### config.mk
export PLATFORM = sky130hd
export DESIGN_NAME = cdc_wr_arbiter
export DESIGN_NICKNAME = d
export VERILOG_FILES = /design/src/rtl/cdc_wr_arbiter.sv
export SDC_FILE = /design/constraint.sdc
export NUM_CORES = 1
export LEC_CHECK = 0
export CORE_MARGIN = 1
export CORE_UTILIZATION = 41
export DETAILED_ROUTE_END_ITERATION = 10
export GPL_TIMING_DRIVEN = 0
export PLACE_DENSITY = 0.76
export SYNTH_ARGS = -nofsm -noshare
export SYNTH_HDL_FRONTEND = slang
export SYNTH_SLANG_ARGS = --single-unit
### constraint.sdc
create_clock -name clk_a -period 2.7 [get_ports clk_a]
set_input_delay 0.405 -clock clk_a [delete_from_list [all_inputs] [get_ports clk_a]]
set_output_delay 0.405 -clock clk_a [all_outputs]
set_load 0.01 [all_outputs]
### src/rtl/cdc_wr_arbiter.sv
// cdc_wr_arbiter: round-robin arbiter and pacer for the shared CDC write port.
// One p_wr per grant, then a fixed gap before read-back and done.
module cdc_wr_arbiter #(
    parameter int AW  = 6,
    parameter int DW  = 16,
    parameter int GAP = 16
) (
    input  logic          clk_a,
    input  logic          rst_n,
    input  logic          req0,
    input  logic [AW-1:0] addr0,
    input  logic [DW-1:0] wdata0,
    output logic          gnt0,
    output logic          done0,
    input  logic          req1,
    input  logic [AW-1:0] addr1,
    input  logic [DW-1:0] wdata1,
    output logic          gnt1,
    output logic          done1,
    output logic [DW-1:0] rdata,
    output logic          busy,
    output logic [AW-1:0] p_address,
    output logic [DW-1:0] p_data,
    output logic          p_wr,
    input  logic [DW-1:0] p_data_back
);

    typedef enum logic {
        IDLE,
        WAIT
    } state_t;

    localparam logic [7:0] CNT_LOAD = 8'(GAP - 1);

    state_t     state_q;
    logic [7:0] cnt_q;
    logic       last_q;
    logic       win_q;
    logic       win_d;

    // On contention the requester not served last wins.
    always_comb begin
        win_d = (req0 && req1) ? ~last_q : req1;
    end

    assign busy = (state_q == WAIT);

    always_ff @(posedge clk_a or negedge rst_n) begin
        if (!rst_n) begin
            state_q   <= IDLE;
            cnt_q     <= 8'd0;
            last_q    <= 1'b1;
            win_q     <= 1'b0;
            p_wr      <= 1'b0;
            gnt0      <= 1'b0;
            gnt1      <= 1'b0;
            done0     <= 1'b0;
            done1     <= 1'b0;
            rdata     <= '0;
            p_address <= '0;
            p_data    <= '0;
        end else begin
            p_wr  <= 1'b0;
            gnt0  <= 1'b0;
            gnt1  <= 1'b0;
            done0 <= 1'b0;
            done1 <= 1'b0;
            unique case (state_q)
                IDLE: begin
                    if (req0 || req1) begin
                        p_address <= win_d ? addr1 : addr0;
                        p_data    <= win_d ? wdata1 : wdata0;
                        p_wr      <= 1'b1;
                        gnt0      <= ~win_d;
                        gnt1      <= win_d;
                        last_q    <= win_d;
                        win_q     <= win_d;
                        cnt_q     <= CNT_LOAD;
                        state_q   <= WAIT;
                    end
                end
                WAIT: begin
                    if (cnt_q == 8'd0) begin
                        rdata   <= p_data_back;
                        done0   <= ~win_q;
                        done1   <= win_q;
                        state_q <= IDLE;
                    end else begin
                        cnt_q <= cnt_q - 8'd1;
                    end
                end
            endcase
        end
    end

endmodule

==> results by group, run 1 <==
Synth
  • Netlist cell types: 37
  • YS warnings: 0
  • Count leader, synth: dfrtp_1
  • Net count after synthesis: between 200 and 300
  • Ys async rst share: 100%
  • Post-synthesis sequential area ratio: 57.8%
  • Mapped Area: 0.00234 mm2
  • Top-area cell type share of the netlist area: 56.7%
  • Cells after Synth: between 150 and 200
  • Mapped Avg Cell Area: ~12 um2
  • Flops & latches, synth: 54
  • Number of synthesized flops with an enable pin: 0
  • Biggest area consumer among synthesized cells: dfrtp_1
  • Area contributors post-synth: dfrtp_1 57%, mux2i_1 9.0%, mux2_4 5.1%, o21ai_0 4.9%, nand2_1 4.3%
  • Commonest cells in the netlist: 53 x dfrtp_1, 27 x nand2_1, 23 x o21ai_0
  • Most used DFF post-synth: dfrtp_1

Clocking
  • Root Buffer: clkbuf_8
  • CTS tree: built
  • CTS buffer count: 5
  • Post-CTS Resized: 0
  • Clk_lat worst skew: 300 ps
  • Postcts setup bufs: 0
  • CTS Hold Bufs: 0
  • H-Tree Depth: 2
  • Clock transition at path regs: 90 ps
  • Clock sink count: between 50 and 60
  • Clock Path Buffers: 2

Floorplan
  • Core footprint: 0.00551 mm2
  • Initial Util: 42.5%
  • Cell row count: 27
  • Die height: 77.6 um
  • Die area: 0.00602 mm2
  • Die Wd: 77.6 um
  • IO Pins: 108

Timing
  • Fin. Hold Viols: 0
  • Final min period: 2190 ps
  • Slew Viols, Final: 0
  • RSZ-0062 raised after global routing: false
  • Slew HR: 60.0%
  • Worst setup margin: 515 ps
  • # setup viols final: 0
  • Setup Skew: 7.21 ps
  • Period utilisation layout: 80.9%
  • Fin Hold WS: about 38 ps
  • Worst Tran Pin Value: 599 ps
  • Max Clk Rate: between 400 and 500 MHz
  • Final setup TNS: 0 ps

GRT
  • Global-route wire length before repair: 9070 um
  • Largest net degree at the start of global routing: 37
  • Vias in the first global route: 1895
  • GRT overflow: 0
  • GRT Util Overall: 19.4%
  • Initial antenna violation count: 0

Power and ir drop
  • Sw power: about 920 uW
  • P_leak: 1.57 nW
  • Worst vdd ir: about 0.00034 V
  • Internal power: 1.95 mW
  • Clock power frac: 14.9%
  • Switching Share: 32.1%
  • Seq pwr share: 44.2%
  • Pwr Density: 798 mW/mm2
  • Gate power share: 40.9%

Detailed routing
  • Number of DRC markers in iteration 0: 74
  • Avg WL per Cell: 14.4 um
  • Final wirelength: 5470 um
  • DRT antenna net count: 0
  • Vias after detailed routing: approximately 1900
  • Via/cell ratio: 4.96
  • DRC Markers: 0
  • Drt pass-1 iters: 4

Setup path
  • Worst R2R Start: cnt_q[0]
  • FF-to-FF End: rdata[8]
  • Crit path max fanout: 10
  • Kind of cell adding the most delay to the critical path: buffers and inverters
  • Crit path DAT: ~2400 ps
  • CP endpoint: p_address[2]
  • Kind of start point of the critical path: input pin
  • Critical Path Max Stage Delay: 520 ps
  • Crit-path cells: clkdlybuf4s50_1, a21boi_0, buf_1, clkbuf_1, mux2i_1, o21ai_0
  • CP Launch Point: req1
  • Crit Path Class: input pin to register
  • Sum of buffers and inverters on the critical path: 3
  • Worst reg2reg setup slack: roughly 540 ps
  • Critical path depth: 6
  • Setup crit end kind: register
  • Worst-case reg-to-reg path depth: 7
  • CP required: 2870 ps
  • Worst path slowest cell: clkdlybuf4s50_1

Layout
  • Fin util: 65.3%
  • Post-Layout Inst Area: between 0.003 and 0.004 mm2
  • Fill cells: between 400 and 500
  • ANT cells: 0
  • Share of layout cells above drive strength 1: 10.1%
  • Final #Nets: 373
  • Layout area overhead: 53.7%

Placement
  • IO buf count: 107
  • Post-place setup slack: 165 ps
  • Cell Area, Placed: around 0.0035 mm2
  • Hpwl dp: 4130 um
  • RD Place Congestion: 0.778

Flow run
  • MaxCap Viol Count: 0

Outcome
  • Status: completed

Worst hold path
  • Hold Crit Class: input pin to asynchronous set/reset pin
[worst min path at each step]
stage | end | cells past startpoint
detailed placement | rdata[14] | 1
floorplan | busy | 0
global placement | done0 | 1
CTS | cnt_q[5] | 1
global route | rdata[14] | 1
finish | rdata[12] | 1
[cells in the final DEF (no fill, tap or decap), drive strengths merged, types with 4 or more instances in the layout]
cell and count:
a32oi 4, buf 6, clkbuf 14, clkdlybuf4s50 106
dfrtp 53, inv 4, mux2 16, mux2i 21
nand2 27, nor2 6, o21ai 23
[state kept, by name, summed over array words and instances, names as in the netlist]
name and flops:
busy 1, cnt_q 8, done0 1, done1 1
gnt0 1, gnt1 1, last_q 1, p_address 6
p_data 16, p_wr 1, rdata 16, win_q 1
[final cells by class]
type	count	area [um2]	share of cell area [%]
clock buffers	8	80.1	2.23
multi-input cells	123	907	25.2
well taps	72	90.1	2.50
flip-flops and latches	54	1350	37.6
inverters	5	18.8	0.522
repair buffers	108	1090	30.2
plain buffers	10	62.6	1.74
[per-layer routing]
layer,global-route usage (%),vias to the layer above,wire length [um]
met5,0,-,0
met4,7.55,0,88
met3,3.76,7,266
met2,32.2,57,2720
met1,25.0,903,2390
li1,-,919,-
[cell families (layout without fill, tap and decap cells)]
logic type	after synthesis	after routing	share of synthesized area, %
fa+ha+maj	2	2	1.07
flops	54	54	57.8
compound gates	43	43	11.7
buf+inv	15	131	3.47
mux	37	37	18.0
simple gates	41	41	8.07
[power by group through the flow]
stage,combinational (mW),clock [mW],sequential (mW)
after floorplan,0.468,0,1.36
after global placement,1.16,0,1.27
after detailed placement,1.19,0,1.29
after CTS,1.19,0.442,1.27
after global routing,1.29,0.473,1.30
final,1.17,0.428,1.27
[per-stage QoR]
| stage | cells | power, mW |
|---|---|---|
| floorplan | 192 | 1.83 |
| global placement | 371 | 2.43 |
| detailed placement | 372 | 2.48 |
| CTS | 380 | 2.90 |
| global route | 380 | 3.06 |
| finish | 380 | 2.87 |
[worst register-to-register path, stage by stage (launching register included)]
cell	delay (ps)
dfrtp_1	410
inv_1	90
ha_1	180
or3b_2	450
or3_1	330
buf_6	160
buf_12	150
mux2_4	300
Note: power is estimated with default switching activity, not from simulation.
==> run 2: changes to the inputs <==
==> constraint.sdc (replaced) <==
create_clock -name clk_a -period 2.15 [get_ports clk_a]
set_input_delay 0.3225 -clock clk_a [delete_from_list [all_inputs] [get_ports clk_a]]
set_output_delay 0.3225 -clock clk_a [all_outputs]
set_load 0.01 [all_outputs]
==> run 2 against run 1 <==
Worst hold slack improved by 400 ps. Final cell count increased by 0.79%. Clock power increased by 25%. Core utilization increased by 0.95 points. Sequential power increased by 26%. Register-to-register slack got worse by 470 ps. Wire length increased by 1.3%. Power increased by 27%. Worst setup slack got worse by 440 ps. Critical path type is now register to register. First-iteration DRC count increased by 23%. Sequential cell count unchanged.
==> results by group, run 2 (synthesis results as in run 1) <==
Outcome
  • Status: completed (unchanged)

Layout
  • Share of layout cells above drive strength 1: 12.5% (was 10.1%)
  • Final #Nets: 376 (was 373)
  • Commonest non-fill, non-tap cell in the layout: clkdlybuf4s50_1 (unchanged)
  • Regs by FF count: p_data x16, rdata x16, cnt_q x8 (unchanged)
  • Post-Layout Inst Area: 0.00365 mm2 (was 0.00360 mm2)
  • Most frequent cells in the layout: 106 x clkdlybuf4s50_1, 53 x dfrtp_1, 27 x nand2_1, 23 x o21ai_0, 21 x mux2i_1 (unchanged)
  • Fin util: 66.3% (was 65.3%)
  • Layout area overhead: 55.9% (was 53.7%)
  • ANT cells: 0 (unchanged)

Power and ir drop
  • Internal power: 2.47 mW (was 1.95 mW)
  • Seq pwr share: 43.8% (was 44.2%)
  • Switching Share: 32.1% (about the same)
  • Gate power share: 41.4% (was 40.9%)
  • Clock power frac: 14.7% (was 14.9%)
  • Worst vdd ir: 0.000432 V (was 0.000340 V)
  • Sw power: 1.17 mW (was 922 uW)
  • P_leak: 1.59 nW (was 1.57 nW)
  • Pwr Total: 3.64 mW (was 2.87 mW)
  • Pwr Density: 997 mW/mm2 (was 798 mW/mm2)

GRT
  • GRT Util Overall: 19.5% (was 19.4%)
  • Met1 Usage GRT: 25.2% (was 25.0%)
  • GRT busiest layer: met2 (unchanged)
  • Met2 Use GR: 32.3% (was 32.2%)
  • Met3 usage: 3.76% (unchanged)
  • Initial antenna violation count: 0 (unchanged)
  • Vias in the first global route: 1913 (was 1895)
  • GRT overflow: 0 (unchanged)
  • Largest net degree at the start of global routing: 37 (unchanged)
  • Global-route wire length before repair: 9110 um (was 9070 um)

Timing
  • # setup viols final: 0 (unchanged)
  • Final min period: 2080 ps
  • Worst setup margin: 73.7 ps (was 515 ps)
  • RSZ-0062 raised after global routing: false (unchanged)
  • Slew Viols, Final: 0 (unchanged)
  • Worst Tran Pin Value: 552 ps (was 599 ps)
  • Slew HR: 63.2% (was 60.0%)
  • Max Clk Rate: ~480 MHz
  • Setup Skew: 5.04 ps (was 7.21 ps)
  • Fin. Hold Viols: 0 (unchanged)
  • Fin Hold WS: 441 ps (was 38.2 ps)
  • Period utilisation layout: a little over nine tenths

Detailed routing
  • Number of DRC markers in iteration 0: 91 (was 74)
  • DRC Markers: 0 (unchanged)
  • Via/cell ratio: 4.97 (was 4.96)
  • Vias after detailed routing: 1902 (was 1886)
  • Final wirelength: 5540 um (was 5470 um)
  • DRT antenna net count: 0 (unchanged)
  • Avg WL per Cell: 14.5 um (was 14.4 um)
  • Drt pass-1 iters: 4 (unchanged)

Clocking
  • CTS tree: built (unchanged)
  • Clock Path Buffers: 2 (unchanged)
  • CTS buffer count: 5 (unchanged)
  • Clock transition at path regs: 90 ps (about the same)
  • Clk_lat worst skew: 300 ps (about the same)
  • H-Tree Depth: 2 (unchanged)
  • Clock sink count: 54 (unchanged)
  • Root Buffer: clkbuf_8 (unchanged)

Placement
  • IO buf count: 107 (unchanged)
  • Cell Area, Placed: 0.00352 mm2 (unchanged)
  • Hpwl dp: 4130 um (unchanged)
  • Post-place setup slack: -302 ps (was 165 ps)
  • RD Place Congestion: 0.778 (unchanged)

Floorplan
  • Initial Util: 42.5% (unchanged)
  • Core footprint: 0.00551 mm2 (unchanged)
  • Die height: 77.6 um (unchanged)
  • Cell row count: 27 (unchanged)
  • Die area: 0.00602 mm2 (unchanged)
  • IO Pins: 108 (unchanged)
  • Die Wd: 77.6 um (unchanged)

Setup path
  • Crit path max fanout: 10 (unchanged)
  • Crit Path Class: register to register (was input pin to register)
  • Setup crit end kind: register (unchanged)
  • Sum of buffers and inverters on the critical path: 2 (was 3)
  • Critical Path Max Stage Delay: 580 ps (was 520 ps)
  • CP Launch Point: cnt_q[4] (was req1)
  • CP required: 2340 ps (was 2870 ps)
  • Kind of cell adding the most delay to the critical path: simple AND/OR/NAND/NOR gates (was buffers and inverters)
  • Crit-path cells: or4_4, or3_4, buf_6, buf_12, mux2_4 (was clkdlybuf4s50_1, a21boi_0, buf_1, clkbuf_1, mux2i_1, o21ai_0)
  • Worst R2R Start: cnt_q[4] (was cnt_q[0])
  • Crit path DAT: 2270 ps (was 2350 ps)
  • Worst path slowest cell: or4_4 (was clkdlybuf4s50_1)
  • Kind of start point of the critical path: register (was input pin)

Flow run
  • MaxCap Viol Count: 0 (unchanged)

Worst hold path
  • Hold Crit Class: register to register (was input pin to asynchronous set/reset pin)
  • Hold path start: win_q
[run 2: cell types whose count changed in the layout (fill, tap and decap cells not counted), sizes merged]
| cell | previous run | this run |
|---|---|---|
| clkinvlp | 0 | 1 |
| buf | 6 | 7 |
| dlygate4sd3 | 0 | 1 |
| clkbuf | 14 | 15 |
| clkinv | 1 | 0 |
[run 2: metal layers]
layer | up-vias | part of all wire [%]
li1 | 923 | -
met1 | 915 | 42
met2 | 57 | 50
met3 | 7 | 5.8
met4 | 0 | 1.6
met5 | - | 0
[run 2: what timing repair did]
action | CTS | global route
gates resized for setup | 0 | 7
buffers inserted | 1 | 1
gates cloned | 0 | 0
endpoints found under the setup margin | 8 | 24
hold endpoints to repair | 18 | 0
hold buffers | 1 | 0
[run 2: final timing paths]
| kind | to | slack (ps) | cells past startpoint |
|---|---|---|---|
| min reg2reg | done0 | 440 | 1 |
| min | done0 | 440 | 1 |
| max | rdata[9] | 70 | 5 |
| max in group asynchronous | last_q | 1040 | 3 |
| min in group asynchronous | rdata[12] | 490 | 2 |
| max reg2reg | rdata[9] | 70 | 5 |
[run 2: cell type report]
class	instances	area (um2)
tap	72	90.1
clock buffer	8	80.1
sequential	54	1350
timing repair buffer	111	1120
buffer	10	63.8
fill	450	1860
inverter	5	22.5
multi-input combinational	123	917
[run 2: power groups by stage]
| stage | Combinational (mW) | Sequential (mW) | Clock, mW |
|---|---|---|---|
| finish | 1.51 | 1.60 | 0.536 |
| global route | 1.66 | 1.64 | 0.593 |
| CTS | 1.52 | 1.59 | 0.555 |
| detailed placement | 1.49 | 1.62 | 0 |
| global placement | 1.45 | 1.60 | 0 |
| floorplan | 0.588 | 1.71 | 0 |
[run 2: per-stage QoR]
step | setup TNS, ps | cells
5_1_grt | 0 | 383
3_3_place_gp | -49520 | 371
4_1_cts | 0 | 382
6_report | 0 | 383
2_1_floorplan | 0 | 192
3_5_place_dp | -4650 | 372
==> run 3: changes to the inputs <==
--- a/config.mk
+++ b/config.mk
@@ -8,7 +8,6 @@
 export CORE_MARGIN = 1
 export CORE_UTILIZATION = 41
 export DETAILED_ROUTE_END_ITERATION = 10
-export GPL_TIMING_DRIVEN = 0
 export PLACE_DENSITY = 0.76
 export SYNTH_ARGS = -nofsm -noshare
 export SYNTH_HDL_FRONTEND = slang
==> run 3 against run 2 <==
First-iteration DRC count decreased by 8.8%. Global-route usage increased by 0.39 points. Final cell count decreased by 1.3%. Die area unchanged. Highest routed layer unchanged. Clock-buffer cell count decreased by 2. Worst hold slack got worse by 11 ps. Critical path depth increased by 1. Sequential power about the same. Clock skew increased by 5.6 ps. Via count increased by 1.1%.
==> results by group, run 3 (synthesis results as in run 1) <==
Detailed routing
  • Avg WL per Cell: 14.9 um (was 14.5 um)
  • DRC Markers: 0 (unchanged)
  • Via/cell ratio: 5.08 (was 4.97)
  • Vias after detailed routing: 1922 (was 1902)
  • Drt pass-1 iters: 4 (unchanged)
  • Final wirelength: 5630 um (was 5540 um)
  • DRT antenna net count: 0 (unchanged)
  • Number of DRC markers in iteration 0: 83 (was 91)

Layout
  • Final #Nets: 371 (was 376)
  • Most frequent cells in the layout: 106 x clkdlybuf4s50_1, 53 x dfrtp_1, 27 x nand2_1, 23 x o21ai_0, 21 x mux2i_1 (unchanged)
  • Commonest non-fill, non-tap cell in the layout: clkdlybuf4s50_1 (unchanged)
  • Fin util: 66.1% (was 66.3%)
  • Share of layout cells above drive strength 1: 13.7% (was 12.5%)
  • Layout area overhead: 55.4% (was 55.9%)
  • Regs by FF count: p_data x16, rdata x16, cnt_q x8 (unchanged)
  • Fill cells: 424 (was 450)
  • ANT cells: 0 (unchanged)

Flow run
  • MaxCap Viol Count: 0 (unchanged)

GRT
  • GRT overflow: 0 (unchanged)
  • Global-route wire length before repair: 9160 um (was 9110 um)
  • Largest net degree at the start of global routing: 30 (was 37)
  • GRT Util Overall: 19.9% (was 19.5%)
  • Vias in the first global route: 1863 (was 1913)
  • Initial antenna violation count: 0 (unchanged)

Timing
  • Final min period: 2080 ps (about the same)
  • Max Clk Rate: 480 MHz (was 482 MHz)
  • RSZ-0062 raised after global routing: false (unchanged)
  • Fin. Hold Viols: 0 (unchanged)
  • Slew Viols, Final: 0 (unchanged)
  • Slew HR: 58.8% (was 63.2%)
  • Setup Skew: 10.6 ps (was 5.04 ps)
  • Final setup TNS: 0 ps (unchanged)
  • Worst setup margin: 66.6 ps (was 73.7 ps)
  • Period utilisation layout: 96.9% (was 96.6%)
  • Worst Tran Pin Value: 616 ps (was 552 ps)
  • Fin Hold WS: 430 ps (was 441 ps)
  • # setup viols final: 0 (unchanged)

Floorplan
  • Initial Util: 42.5% (unchanged)
  • Die height: 77.6 um (unchanged)
  • Die area: 0.00602 mm2 (unchanged)
  • Cell row count: 27 (unchanged)
  • Die Wd: 77.6 um (unchanged)
  • IO Pins: 108 (unchanged)
  • Core footprint: 0.00551 mm2 (unchanged)

Clocking
  • Clock sink count: 54 (unchanged)
  • CTS buffer count: 5 (unchanged)
  • H-Tree Depth: 2 (unchanged)
  • Root Buffer: clkbuf_8 (unchanged)
  • Clk_lat worst skew: 310 ps (was 300 ps)
  • CTS tree: built (unchanged)
  • Clock Path Buffers: 2 (unchanged)
  • Clock transition at path regs: 90 ps (about the same)

Placement
  • IO buf count: 107 (unchanged)
  • Post-place setup slack: 51.0 ps (was -302 ps)
  • RD Place Congestion: 0.739 (was 0.778)
  • Hpwl dp: 4300 um (was 4130 um)

Setup path
  • Setup crit end kind: register (unchanged)
  • Kind of start point of the critical path: register (unchanged)
  • CP required: 2350 ps (was 2340 ps)
  • Crit path DAT: 2280 ps (was 2270 ps)
  • Crit path max fanout: 18 (was 10)
  • Crit Path Class: register to register (unchanged)

Power and ir drop
  • Pwr Density: 1010 mW/mm2 (was 997 mW/mm2)
  • P_leak: 1.60 nW (was 1.59 nW)
  • Worst vdd ir: 0.000543 V (was 0.000432 V)
  • Pwr Total: 3.68 mW (was 3.64 mW)

Outcome
  • Status: completed (unchanged)

Worst hold path
  • Hold Crit Class: register to register (unchanged)
## run 3: worst paths after layout
check                         start          to  slack, ps  depth (start not counted)
max in group asynchronous     rst_n  p_data[13]       1060                          3
hold / removal                win_q       done0        430                          1
min in group asynchronous     rst_n    cnt_q[7]        470                          2
hold reg to reg               win_q       done0        430                          1
setup reg to reg           cnt_q[1]   rdata[13]         70                          6
setup / recovery           cnt_q[1]   rdata[13]         70                          6
## run 3: layer usage
layer  global-route usage, %  part of all wire, %  up-vias
met5                       0                    0        -
met4                    5.66                  1.1        0
met2                    33.9                   51       58
met3                    4.82                  5.6        6
met1                    25.1                   42      939
li1                        -                    -      919
## run 3: cell type report
| cell class | count | area, um2 | area share, % |
|---|---|---|---|
| flip-flops and latches | 54 | 1350 | 37.2 |
| repair buffers | 116 | 1160 | 31.9 |
| multi-input cells | 123 | 930 | 25.6 |
| well taps | 72 | 90.1 | 2.48 |
| clock buffers | 6 | 72.6 | 1.99 |
| inverters | 5 | 18.8 | 0.516 |
| clock inverters | 2 | 13.8 | 0.378 |
## run 3: repair_timing
action,CTS,global route
hold endpoints to repair,14,0
hold buffers,1,0
setup buffers,0,0
setup endpoints to repair,0,16
resized for setup,0,3
## run 3: power breakdown
group	total, mW	switching, mW	internal (mW)	leakage (nW)
Sequential	1.59	0.221	1.37	0.655
Combinational	1.54	0.662	0.880	0.896
Clock	0.548	0.318	0.230	0.0452
## run 3: critical path, stage by stage (launching register included)
cell     delay [ps]
dfrtp_1         410
inv_1            90
ha_2            180
or3b_2          460
or3_4           350
buf_12          170
mux2_4          300
## run 3: per-stage QoR
step / cell area (um2) / std cells
after floorplan: 2340 / 192
after global placement: 3530 / 369
after detailed placement: 3530 / 369
after CTS: 3630 / 378
after global routing: 3640 / 378
final: 3640 / 378
